$ cat src/rtl/regfile_pkg.sv
// rtl/regfile_pkg.sv - shared defaults, register-zero constant and packed-port helpers
package regfile_pkg;

    localparam int DATA_W_DEF   = 16;
    localparam int NUM_REGS_DEF = 16;
    localparam int NUM_RD_DEF   = 5;
    localparam int ZERO_REG     = 0;

    // LSB position of port idx inside a packed bus of w-bit fields
    function automatic int port_lsb(input int idx, input int w);
        return idx * w;
    endfunction

    function automatic int port_msb(input int idx, input int w);
        return idx * w + w - 1;
    endfunction

endpackage

$ cat src/rtl/regfile_scoreboard.sv
// rtl/regfile_scoreboard.sv - per-register pending-write bits with flush/clear/set priority
module regfile_scoreboard
    import regfile_pkg::*;
#(
    parameter  int NUM_REGS = NUM_REGS_DEF,
    localparam int ADDR_W   = $clog2(NUM_REGS)
) (
    input  logic                clk,
    input  logic                rst,
    input  logic                iss_en,
    input  logic [ADDR_W-1:0]   iss_addr,
    input  logic                wr_en,
    input  logic [ADDR_W-1:0]   wr_addr,
    input  logic                flush,
    output logic [NUM_REGS-1:0] pend_next
);

    logic [NUM_REGS-1:0] pend;

    // Apply in increasing priority: flush, writeback clear, issue set
    always_comb begin
        pend_next = flush ? '0 : pend;
        if (wr_en) begin
            pend_next[wr_addr] = 1'b0;
        end
        if (iss_en) begin
            pend_next[iss_addr] = 1'b1;
        end
        pend_next[ZERO_REG] = 1'b0;
    end

    always_ff @(posedge clk or posedge rst) begin
        if (rst) begin
            pend <= '0;
        end else begin
            pend <= pend_next;
        end
    end

endmodule

$ cat src/rtl/regfile_mp_sb.sv
// rtl/regfile_mp_sb.sv - multi-port register bank with write bypass and RAW scoreboard
module regfile_mp_sb
    import regfile_pkg::*;
#(
    parameter  int DATA_W   = DATA_W_DEF,
    parameter  int NUM_REGS = NUM_REGS_DEF,
    parameter  int NUM_RD   = NUM_RD_DEF,
    localparam int ADDR_W   = $clog2(NUM_REGS)
) (
    input  logic                     clk,
    input  logic                     rst,
    input  logic [NUM_RD*ADDR_W-1:0] rd_addr,
    output logic [NUM_RD*DATA_W-1:0] rd_data,
    output logic [NUM_RD-1:0]        rd_busy,
    input  logic                     wr_en,
    input  logic [ADDR_W-1:0]        wr_addr,
    input  logic [DATA_W-1:0]        wr_data,
    input  logic                     iss_en,
    input  logic [ADDR_W-1:0]        iss_addr,
    input  logic                     flush,
    output logic                     any_busy
);

    localparam logic [ADDR_W-1:0] ZERO_ADDR = ADDR_W'(ZERO_REG);

    logic [DATA_W-1:0]        regs [NUM_REGS];
    logic [NUM_REGS-1:0]      pend_next;
    logic [NUM_RD*DATA_W-1:0] rd_data_nxt;
    logic [NUM_RD-1:0]        rd_busy_nxt;
    logic                     wr_ok;

    assign wr_ok = wr_en && (wr_addr != ZERO_ADDR);

    regfile_scoreboard #(
        .NUM_REGS (NUM_REGS)
    ) u_sb (
        .clk       (clk),
        .rst       (rst),
        .iss_en    (iss_en),
        .iss_addr  (iss_addr),
        .wr_en     (wr_en),
        .wr_addr   (wr_addr),
        .flush     (flush),
        .pend_next (pend_next)
    );

    always_ff @(posedge clk or posedge rst) begin
        if (rst) begin
            for (int r = 0; r < NUM_REGS; r++) begin
                regs[r] <= '0;
            end
        end else if (wr_ok) begin
            regs[wr_addr] <= wr_data;
        end
    end

    // Read mux with same-cycle write bypass; busy follows next-state pending bits
    always_comb begin
        logic [ADDR_W-1:0] a;
        a           = '0;
        rd_data_nxt = '0;
        rd_busy_nxt = '0;
        for (int i = 0; i < NUM_RD; i++) begin
            a = rd_addr[port_lsb(i, ADDR_W) +: ADDR_W];
            if (a != ZERO_ADDR) begin
                if (wr_ok && (wr_addr == a)) begin
                    rd_data_nxt[port_lsb(i, DATA_W) +: DATA_W] = wr_data;
                end else begin
                    rd_data_nxt[port_lsb(i, DATA_W) +: DATA_W] = regs[a];
                end
            end
            rd_busy_nxt[i] = pend_next[a];
        end
    end

    always_ff @(posedge clk or posedge rst) begin
        if (rst) begin
            rd_data  <= '0;
            rd_busy  <= '0;
            any_busy <= 1'b0;
        end else begin
            rd_data  <= rd_data_nxt;
            rd_busy  <= rd_busy_nxt;
            any_busy <= |pend_next;
        end
    end

endmodule

$ cat config.mk
export PLATFORM = sky130hd
export DESIGN_NAME = regfile_mp_sb
export DESIGN_NICKNAME = d
export VERILOG_FILES = /design/src/rtl/regfile_pkg.sv /design/src/rtl/regfile_scoreboard.sv /design/src/rtl/regfile_mp_sb.sv
export SDC_FILE = /design/constraint.sdc
export NUM_CORES = 1
export LEC_CHECK = 0
export CORE_MARGIN = 5
export CORE_UTILIZATION = 65
export CTS_CLUSTER_DIAMETER = 30
export CTS_CLUSTER_SIZE = 28
export DETAILED_ROUTE_END_ITERATION = 10
export PLACE_DENSITY = 0.86
export SLEW_MARGIN = 20
export SYNTH_ARGS = -nofsm -noshare
export SYNTH_HDL_FRONTEND = slang
export SYNTH_SLANG_ARGS = --single-unit
$ cat constraint.sdc
create_clock -name clk -period 37.1 [get_ports clk]
set_input_delay 5.565 -clock clk [delete_from_list [all_inputs] [get_ports clk]]
set_output_delay 5.565 -clock clk [all_outputs]
set_load 0.02 [all_outputs]
==> metrics <==
largest net degree at the start of global routing=101; Critical Path End Type=asynchronous set/reset pin; Initial Util=0.660; Die Y=203 microns; status=finished clean; WHS=0.462 ns; GR Overflow Total=0; Final Hold Viols=0; worst path arrival time=9.88 ns; Worst R2R Start=u_sb.pend[13]; standard cell core area=36700 sq um; fillers=1958; fraction of layout cells with a size suffix above 1=0.512; gr usage total=0.394; Flop pwr share=0.324; worst setup path end=regs[75]; Critical R2R Capture=rd_busy[1]; initial DRC count=3023; top-area cell type share of the netlist area=0.374; power share of the clock group=0.407; family with the most delay on the worst path=buffers and inverters; buffers from clock root to sink, at most=3; number of flops mapped to enable cells by yosys=0; Cells after Synth=1582; dpl cell area=25600 sq um; Worst-path clk slew=0.05 ns; Sink Count=357; kind of critical path=input port to asynchronous set/reset pin; leakage=11.2 nW; Routed Antenna Nets=0; R2R setup slack=35.11 ns; Synth area leaders=mux4_2 37%, dfrtp_1 37%, mux2_2 11%; DRC viols=0; worst vdd ir=45.6 uV; headroom to the max-slew limit=0.220; final non-filler cell area=28400 sq um; post-synth top area cell=mux4_2; CP required=37.75 ns; unique cell type count in the Yosys netlist=64; hold-fix buffers at CTS=0; syn nets=1631; number of max-cap violations=0; Final Critical Period=9.23 ns; # setup viols final=0; port bufs=134; TritonRoute pass-1 iters=8; final WL=79.8 mm; hpwl dp=44.5 mm; GPL Wtd Cong=0.927; Bufs and invs on worst path=6; worst-margin pin slew=1.16 ns; Nets=1696; P_sw=0.000548 W; CTS tree=built; initial antenna violation count=1; first-pass GRT wire length=121 mm; Final period util=0.249; FF+latch count, synth=357; commonest non-fill, non-tap cells in the layout=402 x mux4_2, 357 x dfrtp_1, 242 x mux2_2; num rows=70; vias in the first global route=18500; internal power=0.00126 W; commonest non-fill, non-tap cell in the layout=mux4_2; CP max stage delay=0.87 ns; worst r2r path cells=5; startpoint class of the critical path=input port; Most Frequent Cell on Critical Path=buf_4; sequential-to-total area share from yosys stat=0.369; CP Launch Point=rst; Achievable Freq=108 MHz; worst hold path class=register to register; Syn Area/Cell=15.3 sq um; overall die width=203 microns; area grow syn2layout=17.5%; CP max stage cell=buf_4; die area=41200 sq um; I/O pin count=135; ys async rst share=1.00; drt via density=8.13; worst-path fanout max=100; sw frac=0.303; RSZ-0062 raised after global routing=false; DR WL/cell=36.6 microns; Comb pwr share=0.269; Post-CTS Resized=0; Worst path depth=6; Synth Cell Area=24200 sq um; Setup Buffers After CTS=0; via total after detailed routing=17700; clk_lat worst skew=0.60 ns; CTS Buf Count=79; H-tree depth=3; Yosys warnings=0; post-layout util=0.775; clk_skew=0.0158 ns; critical path cell sequence=clkdlybuf4s50_1, inv_8, buf_4, buf_4, buf_4, buf_4; setup_tns=0 ns; primary flip-flop cell chosen by synthesis mapping=dfrtp_1; Power Dens Cells=63.6 nW/um^2; Root Buffer=clkbuf_16; Slew Limit Fails=0
metal layers:
layer / global-route usage / share of wire / up-vias
met5: 0 / 0 / -
met4: 0.250 / 0.078 / 0
met3: 0.137 / 0.15 / 433
met2: 0.564 / 0.45 / 1815
met1: 0.520 / 0.33 / 8933
li1: - / - / 6565
cell type report:
| type | instances | area [sq um] | area share |
|---|---|---|---|
| Multi-Input combinational cell | 1016 | 14500 | 0.508 |
| Sequential cell | 357 | 8930 | 0.314 |
| Clock buffer | 96 | 2130 | 0.0749 |
| Timing Repair Buffer | 173 | 1580 | 0.0557 |
| Clock inverter | 52 | 677 | 0.0238 |
| Tap cell | 468 | 586 | 0.0206 |
| Inverter | 20 | 82.6 | 0.00290 |
| Antenna cell | 1 | 2.50 | 0.0000880 |
cells by family (layout without fill, tap and decap cells):
kind of cell,after synthesis,after routing,share of synthesized area
multiplexers,727,727,0.521
flip-flops,357,357,0.369
buffers and inverters,209,341,0.0357
AND/OR/NAND/NOR,192,192,0.0399
AO/OA/AOI/OAI,75,75,0.0263
XOR/XNOR,22,22,0.00796
other,0,1,0
synthesized netlist by cell type, types with 6 or more instances:
cell type,number
buf_2,58
inv_1,16
nand2_1,22
clkbuf_1,90
o21ai_0,9
mux2i_1,83
nor4_1,6
nand2b_1,8
or3_1,6
dfrtp_1,357
nor2_1,101
nor2_2,6
nor2b_1,7
xnor2_1,20
mux2_2,242
buf_1,40
mux4_2,402
through the flow:
stage	cells	worst slack (ns)	power, W
6_report	2183	27.87	0.00181
5_1_grt	2183	27.20	0.00187
4_1_cts	2182	27.72	0.00180
3_5_place_dp	2034	27.13	0.00105
3_3_place_gp	2034	27.25	0.00103
2_1_floorplan	1582	21.63	0.000891
worst reg2reg max path: cells and delay by family (launching register included):
family	cells	cell delay, ns
and+or+nand+nor	2	0.65
AOI/OAI and AO/OA	3	0.78
DFF	1	0.38
worst min path at each step:
stage,start,to,depth (start not counted)
global route,regs[241],regs[241],0
floorplan,regs[240],regs[240],1
finish,regs[241],regs[241],0
global placement,regs[243],regs[243],0
CTS,regs[249],regs[249],0
detailed placement,regs[251],regs[251],0
power groups by stage:
stage | combinational, W | sequential (W) | clock (W)
6_report | 0.000486 | 0.000586 | 0.000737
5_1_grt | 0.000508 | 0.000596 | 0.000763
4_1_cts | 0.000482 | 0.000579 | 0.000738
3_5_place_dp | 0.000474 | 0.000580 | 0
3_3_place_gp | 0.000462 | 0.000567 | 0
2_1_floorplan | 0.000311 | 0.000581 | 0
registers in the layout, summed over array words and instances (netlist names):
register,cells
rd_data,80
regs,256
rd_busy,5
u_sb.pend,15
any_busy,1
No activity file was read; power rests on OpenSTA's default activity.
